File: config.mk
export PLATFORM = sky130hd
export DESIGN_NAME = mem_access
export DESIGN_NICKNAME = d
export VERILOG_FILES = /design/src/rtl/mem_access.sv
export SDC_FILE = /design/constraint.sdc
export NUM_CORES = 1
export LEC_CHECK = 0
export ABC_CLOCK_PERIOD_IN_PS = 2000
export CORE_UTILIZATION = 39
export CTS_CLUSTER_DIAMETER = 150
export DETAILED_ROUTE_END_ITERATION = 8
export GPL_ROUTABILITY_DRIVEN = 1
export PLACE_DENSITY = 0.76
export REMOVE_ABC_BUFFERS = 1
export SYNTH_ARGS = -nofsm -noshare
export SYNTH_HDL_FRONTEND = slang
export SYNTH_SLANG_ARGS = --single-unit
File: constraint.sdc
create_clock -name clk -period 2 [get_ports clk]
set_clock_uncertainty 0.2 [all_clocks]
set_input_delay 0.2 -clock clk [delete_from_list [all_inputs] [get_ports clk]]
set_output_delay 0.2 -clock clk [all_outputs]
set_load 0.05 [all_outputs]
File: src/rtl/mem_access.sv
// MEM-stage data-memory access unit: issues one bus transaction per load/store,
// stalls the pipeline until ack or timeout, and aligns/extends load data.
module mem_access #(
    parameter int unsigned TIMEOUT = 255
) (
    input  logic        clk,
    input  logic        rst_n,
    input  logic [31:0] MEM_ALU_out,
    input  logic [31:0] MEM_Write_data,
    input  logic        MEM_MemRead,
    input  logic        MEM_MemWrite,
    input  logic [1:0]  MEM_Size,
    input  logic        MEM_Unsigned,
    input  logic        MEM_RegWrite_in,
    output logic        MEM_RegWrite,
    output logic [31:0] MEM_Data_mem_out,
    output logic        mem_stall,
    output logic        misalign,
    output logic        bus_err,
    output logic        dmem_req,
    output logic        dmem_we,
    output logic [31:0] dmem_addr,
    output logic [3:0]  dmem_be,
    output logic [31:0] dmem_wdata,
    input  logic [31:0] dmem_rdata,
    input  logic        dmem_ack
);

    localparam int unsigned     CNT_W    = (TIMEOUT > 1) ? $clog2(TIMEOUT) : 1;
    localparam logic [CNT_W-1:0] CNT_LAST = CNT_W'(TIMEOUT - 1);

    typedef enum logic [1:0] {IDLE, BUSY, DONE} state_t;

    state_t             state, state_nx;
    logic               op, is_half, is_word;
    logic               start, capture, abort;
    logic [CNT_W-1:0]   cnt;
    logic [1:0]         off_q;
    logic [1:0]         size_q;
    logic               uns_q;
    logic [3:0]         be_c;
    logic [31:0]        wdata_c;
    logic [31:0]        load_c;

    assign op       = MEM_MemRead | MEM_MemWrite;
    assign is_half  = (MEM_Size == 2'b01);
    assign is_word  = MEM_Size[1];
    assign misalign = op & ((is_half & MEM_ALU_out[0]) |
                            (is_word & (MEM_ALU_out[1:0] != 2'b00)));

    // State register
    always_ff @(posedge clk or negedge rst_n) begin
        if (!rst_n) state <= IDLE;
        else        state <= state_nx;
    end

    // Next state and pipeline-facing control
    always_comb begin
        state_nx     = state;
        mem_stall    = 1'b0;
        MEM_RegWrite = 1'b0;
        start        = 1'b0;
        capture      = 1'b0;
        abort        = 1'b0;
        case (state)
            IDLE: begin
                if (op && !misalign) begin
                    mem_stall = 1'b1;
                    start     = 1'b1;
                    state_nx  = BUSY;
                end else begin
                    MEM_RegWrite = MEM_RegWrite_in & ~misalign;
                end
            end
            BUSY: begin
                mem_stall = 1'b1;
                if (dmem_ack) begin
                    capture  = 1'b1;
                    state_nx = DONE;
                end else if (cnt == CNT_LAST) begin
                    abort    = 1'b1;
                    state_nx = DONE;
                end
            end
            DONE: begin
                MEM_RegWrite = MEM_RegWrite_in;
                state_nx     = IDLE;
            end
            default: state_nx = IDLE;
        endcase
    end

    // Store lane placement; loads enable all lanes
    always_comb begin
        be_c    = 4'b1111;
        wdata_c = MEM_Write_data;
        if (MEM_MemWrite) begin
            case (MEM_Size)
                2'b00: begin
                    be_c    = 4'b0001 << MEM_ALU_out[1:0];
                    wdata_c = {4{MEM_Write_data[7:0]}};
                end
                2'b01: begin
                    be_c    = MEM_ALU_out[1] ? 4'b1100 : 4'b0011;
                    wdata_c = {2{MEM_Write_data[15:0]}};
                end
                default: begin
                    be_c    = 4'b1111;
                    wdata_c = MEM_Write_data;
                end
            endcase
        end
    end

    // Load lane extraction from the lane info latched at issue
    always_comb begin
        logic [7:0]  b;
        logic [15:0] h;
        b = 8'(dmem_rdata >> {off_q, 3'b000});
        h = 16'(dmem_rdata >> {off_q[1], 4'b0000});
        case (size_q)
            2'b00:   load_c = uns_q ? {24'd0, b} : {{24{b[7]}}, b};
            2'b01:   load_c = uns_q ? {16'd0, h} : {{16{h[15]}}, h};
            default: load_c = dmem_rdata;
        endcase
    end

    // Bus request, wait counter and load data register
    always_ff @(posedge clk or negedge rst_n) begin
        if (!rst_n) begin
            dmem_req         <= 1'b0;
            dmem_we          <= 1'b0;
            dmem_addr        <= '0;
            dmem_be          <= '0;
            dmem_wdata       <= '0;
            off_q            <= '0;
            size_q           <= '0;
            uns_q            <= 1'b0;
            cnt              <= '0;
            bus_err          <= 1'b0;
            MEM_Data_mem_out <= '0;
        end else begin
            bus_err  <= abort;
            dmem_req <= (state_nx == BUSY);
            if (start) begin
                dmem_addr  <= {MEM_ALU_out[31:2], 2'b00};
                dmem_we    <= MEM_MemWrite;
                dmem_be    <= be_c;
                dmem_wdata <= wdata_c;
                off_q      <= MEM_ALU_out[1:0];
                size_q     <= MEM_Size;
                uns_q      <= MEM_Unsigned;
                cnt        <= '0;
            end else if (state == BUSY) begin
                cnt <= cnt + CNT_W'(1);
            end
            if (state_nx != BUSY) dmem_we <= 1'b0;
            if (capture && !dmem_we) MEM_Data_mem_out <= load_c;
            else if (abort)          MEM_Data_mem_out <= '0;
        end
    end

endmodule

==> results.cfg <==
[run_status]
status = finished clean

[global_route]
grt_use_met2_pct = 38.6
antenna_found_initial = 0
grt.met3_usage_pct = 7.77
met1_usage_pct = 28.9
grt_pass1_wl_um = 26000
grt-ovfl-total = 0
busiest_layer = met2
track_usage_pct = 23.6
grt_max_degree = 117
grt_pass1_vias = 5202

[floorplan]
rows = 42
core_area_um2 = 13200
die-width_um = 118
die-height_um = 118
start_util_pct = 39.9
fp.dieArea_um2 = 14000
io_pins = 211

[synthesis]
synthTopCellsByCount = nand2_1 (190), dfrtp_1 (116), clkbuf_1 (32)
synth_top_family_by_area = simple AND/OR/NAND/NOR gates
synthCells = 576
syn_avg_cell_area_um2 = 9.17
ys_seq_area_share_pct = 55.0
synth_most_common_cell = nand2_1
yosys_warnings = 0
ys_ff_latch = 116
synth-compound-area-share_pct = 14.6
synth_xor_area_share_pct = 0.332
synth_edf_count = 0
yosys.area_share.adder_pct = 0.474
synth_ff_type = dfrtp_1
yosysUniqueCellTypes = 46
async_flop_share_pct = 100
synth-simple-area-share_pct = 21.3
synth_top_area_share_pct = 55.0
synthTopCellsByArea = dfrtp_1 (55%), nand2_1 (14%), mux2i_1 (4.2%)
syn_area_um2 = 5280
synth_largest_area_cell = dfrtp_1
synth_mux_area_share_pct = 4.38

[worst_setup_path]
worstSetupPathType = reg -> out
startpoint_type = register
worstPathMaxFanout = 2
crit_family = buffers and inverters
cp.arrival_ps = 1570
slowest_stage = clkdlybuf4s50_1
critical_path_buf_inv_count = 1
worstSetupEndpointType = primary output
cp_cell_sequence = clkdlybuf4s50_1
cpPeakStageDelay_ps = 800
crit_required_ps = 1600

[placed_design]
post-dp-hpwl_um = 11400
port_buffers = 208
dpl_cell_area_um2 = 7730
pre_cts_ws_ps = -185
routabilityCongestion = 0.849

[routing]
drt_first_pass_iters = 5
wl_per_cell_um = 16.5
first_iter_violations = 320
via_per_inst = 5.22
wirelength_um = 16200
final_antenna_net_count = 0
vias = 5133
drc = 0

[power]
ir_drop_v = 0.000835
p_leak_uw = 0.00439
p_per_area_nw_per_um2 = 1570
power_uw = 13200

[sta]
worst_pin_slew_ps = 660
min_period_ps = 1970
slew_headroom_pct = 56.0
layout_setup_ws_ps = 32.4
slew_viol_final = 0
finalCritPeriodShare_pct = 98.4
setup_viol = 0
fmax_mhz = 508
rsz0062_at_grt = no
hold_violations = 0

[layout]
layout.nets = 903
area_growth_pct = 59.4
fin_util_pct = 63.6
final_layout_size_suffix_gt1_share_pct = 10.0
final_cell_area_um2 = 8420
diodes = 0

[cts]
cts_num_sinks = 116
cts_root_buffer = clkbuf_16
numCtsBuffers = 17
clock_path_buffers = 2
clk_latency_ps = 410
tritoncts = done
clkTransAtPathRegs_ps = 50
cts.htree.levels = 4

[min_path]
hp-class = in -> reg

[run]
cap_violations = 0
final timing paths:
check                                     start              endpoint  slack, ps  cells after the start
max in group asynchronous                 rst_n        dmem_wdata[27]        870                      3
min in group asynchronous                 rst_n  MEM_Data_mem_out[30]        200                      3
worst max register to register        size_q[0]  MEM_Data_mem_out[17]        100                      5
worst min-delay path            MEM_ALU_out[16]         dmem_addr[16]        120                      3
worst max-delay path             dmem_wdata[31]        dmem_wdata[31]         30                      1
worst min register to register    dmem_addr[27]         dmem_addr[27]        270                      2
through the flow:
stage	hold slack (ps)	setup TNS [ps]	std cells
after detailed placement	142	-4850	951
after CTS	103	0	983
after global placement	136	-2590	951
after global routing	118	0	984
final	117	0	984
after floorplan	-296	-84640	535
routing by layer:
metal | wire length, um | vias up
li1 | - | 2404
met1 | 6490 | 2487
met2 | 8130 | 220
met3 | 1250 | 22
met4 | 349 | 0
met5 | 0 | -
sequential cells by signal, indices dropped and copies added, names as in the netlist:
name and cells:
dmem_be 4, cnt 8, size_q 2, MEM_Data_mem_out 32
state 2, dmem_wdata 32, off_q 2, dmem_req 1
dmem_addr 30, bus_err 1, dmem_we 1, uns_q 1
cells by family (layout without fill, tap and decap cells):
kind of cell,count (synthesis),after routing
buffers and inverters,45,276
multiplexers,23,23
adder cells (fa/ha/maj),2,2
other,1,2
AND/OR/NAND/NOR,266,266
flip-flops,116,116
AO/OA/AOI/OAI,121,121
XOR/XNOR,2,2
final cells by class:
class                      instances  area, um2
clock buffer                      28        547
clock inverter                     3       15.0
fill                            1073       4820
inverter                           3       11.3
multi-input combinational        416       2200
sequential                       116       2910
tap                              176        220
timing repair buffer             242       2520
layout by cell type (no fill, tap or decap), types with 2 or more instances in the layout:
cell type	instances
o31ai_1	2
dlymetal6s2s_1	47
mux2i_1	22
nor2b_1	11
nand3_1	13
conb_1	2
dlygate4sd2_1	24
clkbuf_8	8
and3_1	2
ha_1	2
a22oi_1	16
o32ai_1	7
clkdlybuf4s50_1	126
o22ai_1	14
dfrtp_1	114
clkbuf_16	17
dfrtp_2	2
a21oi_1	24
buf_4	34
clkinv_2	3
xor2_1	2
o21a_1	8
clkbuf_1	3
nand2_1	190
nor2_1	30
inv_1	3
nand2b_1	4
nor3_1	2
nand3b_1	2
buf_12	9
a31oi_1	14
o21ai_0	27
power breakdown:
group          switching (uW)  internal, uW  total (uW)
sequential                528          3220        3750
clock                     991          1830        2820
combinational            4470          2200        6670
timing repair:
item	4_1_cts	5_1_grt
resized for setup	25	52
setup endpoints to repair	25	60
hold buffers	1	0
pin swaps	0	0
setup buffers	0	1
hold endpoints to repair	116	0
gates cloned	0	0
Note: power is estimated with default switching activity, not from simulation.
